File: config.mk
export PLATFORM = sky130hd
export DESIGN_NAME = tt_um_gate_tester
export DESIGN_NICKNAME = d
export VERILOG_FILES = /design/src/rtl/gate_tester_pkg.sv /design/src/rtl/sync_2ff.sv /design/src/rtl/tt_um_gate_tester.sv
export SDC_FILE = /design/constraint.sdc
export NUM_CORES = 1
export LEC_CHECK = 0
export CAP_MARGIN = 5
export CORE_MARGIN = 4
export CORE_UTILIZATION = 43
export DETAILED_ROUTE_END_ITERATION = 6
export PLACE_DENSITY = 0.75
export SETUP_SLACK_MARGIN = 0.4
export SYNTH_ARGS = -nofsm -noshare
export SYNTH_HDL_FRONTEND = slang
export SYNTH_SLANG_ARGS = --single-unit
File: constraint.sdc
create_clock -name clk -period 2.5 [get_ports clk]
set_clock_uncertainty 0.2 [all_clocks]
set_input_delay 0.375 -clock clk [delete_from_list [all_inputs] [get_ports clk]]
set_output_delay 0.375 -clock clk [all_outputs]
set_load 0.1 [all_outputs]
File: src/rtl/gate_tester_pkg.sv
`default_nettype none
// ============================================================================
// gate_tester_pkg : FSM states, gate-select codes and the 2-input gate model
// Rev 1.0
// ============================================================================
package gate_tester_pkg;

  typedef enum logic [2:0] {
    ST_IDLE   = 3'd0,
    ST_DRIVE  = 3'd1,
    ST_SETTLE = 3'd2,
    ST_SAMPLE = 3'd3,
    ST_DONE   = 3'd4
  } state_t;

  localparam logic [1:0] SEL_AND  = 2'b00;
  localparam logic [1:0] SEL_OR   = 2'b01;
  localparam logic [1:0] SEL_XOR  = 2'b10;
  localparam logic [1:0] SEL_NAND = 2'b11;

  function automatic logic gate_eval(input logic [1:0] sel, input logic a, input logic b);
    logic y;
    case (sel)
      SEL_AND:  y = a & b;
      SEL_OR:   y = a | b;
      SEL_XOR:  y = a ^ b;
      default:  y = ~(a & b);
    endcase
    return y;
  endfunction

  // Index of the lowest mismatching vector; 0 when the mask is clear.
  function automatic logic [1:0] first_set(input logic [3:0] m);
    logic [1:0] r;
    if (m[0])      r = 2'd0;
    else if (m[1]) r = 2'd1;
    else if (m[2]) r = 2'd2;
    else if (m[3]) r = 2'd3;
    else           r = 2'd0;
    return r;
  endfunction

endpackage
`default_nettype wire

File: src/rtl/sync_2ff.sv
`default_nettype none
// ============================================================================
// sync_2ff : 1-bit two-flop synchroniser, synchronous active-low reset to 0
// Rev 1.0
// ============================================================================
module sync_2ff (
  input  logic clk,
  input  logic rst_n,
  input  logic d,
  output logic q
);

  logic meta_q;
  logic sync_q;

  always_ff @(posedge clk) begin
    if (!rst_n) begin
      meta_q <= 1'b0;
      sync_q <= 1'b0;
    end else begin
      meta_q <= d;
      sync_q <= meta_q;
    end
  end

  assign q = sync_q;

endmodule
`default_nettype wire

File: src/rtl/tt_um_gate_tester.sv
`default_nettype none
// ============================================================================
// tt_um_gate_tester : drives a/b to an external 2-input gate tile and checks
// its answer against a truth-table model. Optional: GATE_TESTER_LOOPBACK_EN.
// Rev 1.0
// ============================================================================
module tt_um_gate_tester
  import gate_tester_pkg::*;
#(
  parameter int SETTLE_CYCLES = 4
) (
  input  logic       clk,
  input  logic       rst_n,
  input  logic       ena,
  input  logic [7:0] ui_in,
  output logic [7:0] uo_out,
  input  logic [7:0] uio_in,
  output logic [7:0] uio_out,
  output logic [7:0] uio_oe
);

  localparam logic [3:0] CNT_LOAD = 4'(SETTLE_CYCLES - 1);

  logic start_s, resp_s, start_rise;
  logic start_s_d_q;

  state_t      state_q, state_d;
  logic [1:0]  sel_q, sel_d, idx_q, idx_d, first_q, first_d;
  logic [3:0]  cnt_q, cnt_d, err_q, err_d;
  logic        a_q, a_d, b_q, b_d, busy_q, busy_d;
  logic        done_q, done_d, pass_q, pass_d, fail_q, fail_d;
  logic        exp_bit, resp_bit;

  sync_2ff u_sync_start (.clk(clk), .rst_n(rst_n), .d(ui_in[0]), .q(start_s));
  sync_2ff u_sync_resp  (.clk(clk), .rst_n(rst_n), .d(ui_in[1]), .q(resp_s));

  assign start_rise = start_s & ~start_s_d_q;
  assign exp_bit    = gate_eval(sel_q, a_q, b_q);

`ifdef GATE_TESTER_LOOPBACK_EN
  assign resp_bit = ui_in[7] ? exp_bit : resp_s;
`else
  assign resp_bit = resp_s;
`endif

  always_ff @(posedge clk) begin
    if (!rst_n) begin
      state_q     <= ST_IDLE;
      start_s_d_q <= 1'b0;
      sel_q       <= 2'd0;
      idx_q       <= 2'd0;
      cnt_q       <= 4'd0;
      a_q         <= 1'b0;
      b_q         <= 1'b0;
      busy_q      <= 1'b0;
      done_q      <= 1'b0;
      pass_q      <= 1'b0;
      fail_q      <= 1'b0;
      first_q     <= 2'd0;
      err_q       <= 4'd0;
    end else begin
      state_q     <= state_d;
      start_s_d_q <= start_s;
      sel_q       <= sel_d;
      idx_q       <= idx_d;
      cnt_q       <= cnt_d;
      a_q         <= a_d;
      b_q         <= b_d;
      busy_q      <= busy_d;
      done_q      <= done_d;
      pass_q      <= pass_d;
      fail_q      <= fail_d;
      first_q     <= first_d;
      err_q       <= err_d;
    end
  end

  always_comb begin
    state_d = state_q;
    case (state_q)
      ST_IDLE:   if (start_rise) state_d = ST_DRIVE;
      ST_DRIVE:  state_d = ST_SETTLE;
      ST_SETTLE: if (cnt_q == 4'd0) state_d = ST_SAMPLE;
      ST_SAMPLE: state_d = (idx_q == 2'd3) ? ST_DONE : ST_DRIVE;
      ST_DONE:   state_d = ST_IDLE;
      default:   state_d = ST_IDLE;
    endcase
  end

  // Results and a/b hold their values outside the states that update them.
  always_comb begin
    sel_d   = sel_q;
    idx_d   = idx_q;
    cnt_d   = cnt_q;
    a_d     = a_q;
    b_d     = b_q;
    busy_d  = busy_q;
    done_d  = done_q;
    pass_d  = pass_q;
    fail_d  = fail_q;
    first_d = first_q;
    err_d   = err_q;
    case (state_q)
      ST_IDLE: begin
        if (start_rise) begin
          done_d  = 1'b0;
          pass_d  = 1'b0;
          fail_d  = 1'b0;
          err_d   = 4'd0;
          first_d = 2'd0;
          sel_d   = ui_in[3:2];
          idx_d   = 2'd0;
          busy_d  = 1'b1;
        end
      end
      ST_DRIVE: begin
        a_d   = idx_q[1];
        b_d   = idx_q[0];
        cnt_d = CNT_LOAD;
      end
      ST_SETTLE: begin
        if (cnt_q != 4'd0) cnt_d = cnt_q - 4'd1;
      end
      ST_SAMPLE: begin
        if (resp_bit != exp_bit) err_d[idx_q] = 1'b1;
        if (idx_q != 2'd3) idx_d = idx_q + 2'd1;
      end
      ST_DONE: begin
        busy_d  = 1'b0;
        done_d  = 1'b1;
        pass_d  = (err_q == 4'd0);
        fail_d  = |err_q;
        first_d = first_set(err_q);
      end
      default: ;
    endcase
  end

  assign uo_out  = {first_q, fail_q, pass_q, done_q, busy_q, b_q, a_q};
  assign uio_out = {4'd0, err_q};
  assign uio_oe  = 8'h0F;

  logic unused_inputs;
  assign unused_inputs = &{1'b0, ena, ui_in[7:4], uio_in};

endmodule
`default_nettype wire

==> results.json <==
{
  "outcome": "finished clean",
  "reg2reg_setup_slack_ns": 0.60,
  "synthesis.area_um2": 1394,
  "clkLatencyLatePin_ns": 0.32,
  "area_growth_pct": 7.091,
  "critical_path_peak_fanout": 8,
  "endpoint_kind": "flip-flop",
  "grt_pass1_wl_um": 3981,
  "num_io_pins": 43,
  "synth_warnings": 0,
  "cts_resized": 0,
  "drt_iter0_markers": 30,
  "syn_inst": 161,
  "worstSetupStartpointType": "flip-flop",
  "worstHoldStart": "u_sync_resp.meta_q",
  "final_antenna_net_count": 0,
  "nNetsFinal": 196,
  "dieArea_um2": 4217,
  "grt_max_degree": 18,
  "clock.fmax_ghz": 0.5277,
  "cp.arrival_ns": 1.92,
  "use_met2": 0.2146,
  "core_area_um2": 3078,
  "cts_tree": "yes",
  "diodes": 0,
  "p_leak_uw": 0.0006295,
  "track_usage": 0.1208,
  "synth_area_leader_cell": "dfxtp_1",
  "async_reset_ff_frac": 0,
  "cp.depth": 4,
  "drt_wl_total_um": 2280,
  "cp_slowest_stage_delay_ns": 0.53,
  "drc": 0,
  "grt_pass1_vias": 941,
  "fin_crit_ns": 1.895,
  "finalHoldViolations": 0,
  "crit_start": "state_q[2]",
  "timing.final.crit_share": 0.7581,
  "cts.path.max_buffers": 2,
  "routedWlPerCell_um": 10.81,
  "cts-root-buf": "clkbuf_4",
  "die_y_um": 64.94,
  "worstPathRequired_ns": 2.52,
  "stdcell_count": 211,
  "relSlewSlack": 0.4124,
  "ir_worst_vdd_v": 0.0004172,
  "final_cell_mix": "28 x dfxtp_1, 13 x buf_4, 12 x inv_1, 12 x conb_1, 11 x nor2_1",
  "ys_ff_latch": 28,
  "clk_pin_slew_worst_paths_ns": 0.14,
  "holdWs_ns": 0.2483,
  "tightest_slew_ns": 0.8794,
  "synth.distinct_cells": 40,
  "use_met1": 0.1323,
  "setup_viol": 0,
  "rsz0062_at_grt": "no",
  "gp_congestion": 0.8177,
  "grt_antenna_before_repair": 0,
  "dr_total_vias": 985,
  "final_util": 0.4850,
  "cts_sinks": 28,
  "die_w_um": 64.94,
  "use_met3": 0.05199,
  "final-max-slew-violation-count": 0,
  "synth_area_leaders": "dfxtp_1 40%, buf_4 9.7%, ha_1 7.2%",
  "final_common_cell": "dfxtp_1",
  "ys.flop_type": "dfxtp_1",
  "start_util": 0.4528,
  "cts_buffers": 3,
  "path_cells": "or3b_1 > or4_4 > nand2_1 > a21oi_1",
  "htree_levels": 1,
  "setup_tns_ns": 0,
  "r2r_start": "state_q[2]",
  "firstDrtPassIters": 4,
  "synth_top_area_frac": 0.4022,
  "cts_hold_buf": 0,
  "overflow": 0,
  "max_cap_viol_count": 0,
  "r2r-end": "fail_q",
  "row_count": 20,
  "via_per_inst": 4.668,
  "hold_class": "flip-flop to flip-flop",
  "drive_gt1_frac": 0.1257,
  "dp_cells": 208,
  "critPathTopFamily": "simple AND/OR/NAND/NOR gates",
  "rr_worst_depth": 4,
  "endpoint": "fail_q",
  "synth_edf_count": 0,
  "top_usage_layer": "met2",
  "port_buffers": 17,
  "synth.avg_cell_area_um2": 8.657,
  "ys_seq_area_frac": 0.4022,
  "post-cts-setup-buffers": 0,
  "crit_slowest_cell": "or4_4",
  "critPathBufInv": 0,
  "hpwl_um": 1804,
  "p_per_area_nw_per_um2": 659.9,
  "path_class": "flip-flop to flip-flop"
}
==> sequential cells by signal, summed over array words and instances (netlist names) <==
register             flops
idx_q                    2
u_sync_resp.meta_q       1
fail_q                   1
busy_q                   1
a_q                      1
err_q                    4
done_q                   1
sel_q                    2
b_q                      1
u_sync_start.meta_q      1
first_q                  2
state_q                  3
cnt_q                    4
u_sync_start.q           1
start_s_d_q              1
u_sync_resp.q            1
pass_q                   1
==> worst min-delay path by stage <==
stage                      to  slack [ns]  cells past startpoint
4_1_cts         u_sync_resp.q        0.25                      1
5_1_grt        u_sync_start.q        0.26                      1
2_1_floorplan   u_sync_resp.q        0.21                      1
3_3_place_gp   u_sync_start.q        0.21                      1
6_report        u_sync_resp.q        0.25                      1
3_5_place_dp    u_sync_resp.q        0.22                      1
==> cell usage after synthesis, drive strengths merged (2+ instances only) <==
cell	n
nand3	8
ha	8
inv	12
and2	7
mux2i	3
or3b	2
nor3	4
nor2	11
nor3b	2
xor2	2
nand2	8
clkbuf	3
or4	2
o21ai	3
o31ai	2
nand4	5
conb	2
a21oi	8
nor2b	3
dfxtp	28
or2	2
buf	22
o22ai	2
==> cell type report <==
type	count	area, µm²
well taps	44	55.05
fillers	311	1585
inverters	12	45.04
flip-flops and latches	28	560.5
clock buffers	3	22.52
multi-input cells	106	661.9
repair buffers	18	147.6
==> worst reg2reg max path, delay by kind of cell, from the launching register on <==
kind | cells | cell delay, ns
AO/OA/AOI/OAI | 1 | 0.04
AND/OR/NAND/NOR | 3 | 1.10
flip-flops | 1 | 0.46
==> report_power, final <==
part	switching [µW]	internal [µW]
Clock	120	56.5
Sequential	38.9	482
Combinational	192	94.9
==> per-stage QoR <==
stage	total power [µW]	area (µm²)	setup WS [ns]
floorplan	791.5	1431	0.5633
global placement	803.6	1470	0.6571
detailed placement	818.7	1470	0.6290
CTS	996.2	1493	0.6081
global route	1048	1493	0.5091
finish	985.0	1493	0.6048
==> routing by layer <==
metal,vias to the layer above,wire (µm)
li1,523,-
met1,439,1021
met2,21,1094
met3,2,153
met4,0,10
met5,-,0
==> kinds of logic after synthesis <==
kind of cell,count (synthesis),share of synthesized area
flops,28,0.4022
fa+ha+maj,8,0.07182
simple gates,59,0.2325
other cells,2,0.005388
mux,3,0.02154
buf+inv,37,0.1499
compound gates,21,0.09785
xor+xnor,3,0.01885
Note: power is estimated with default switching activity, not from simulation.
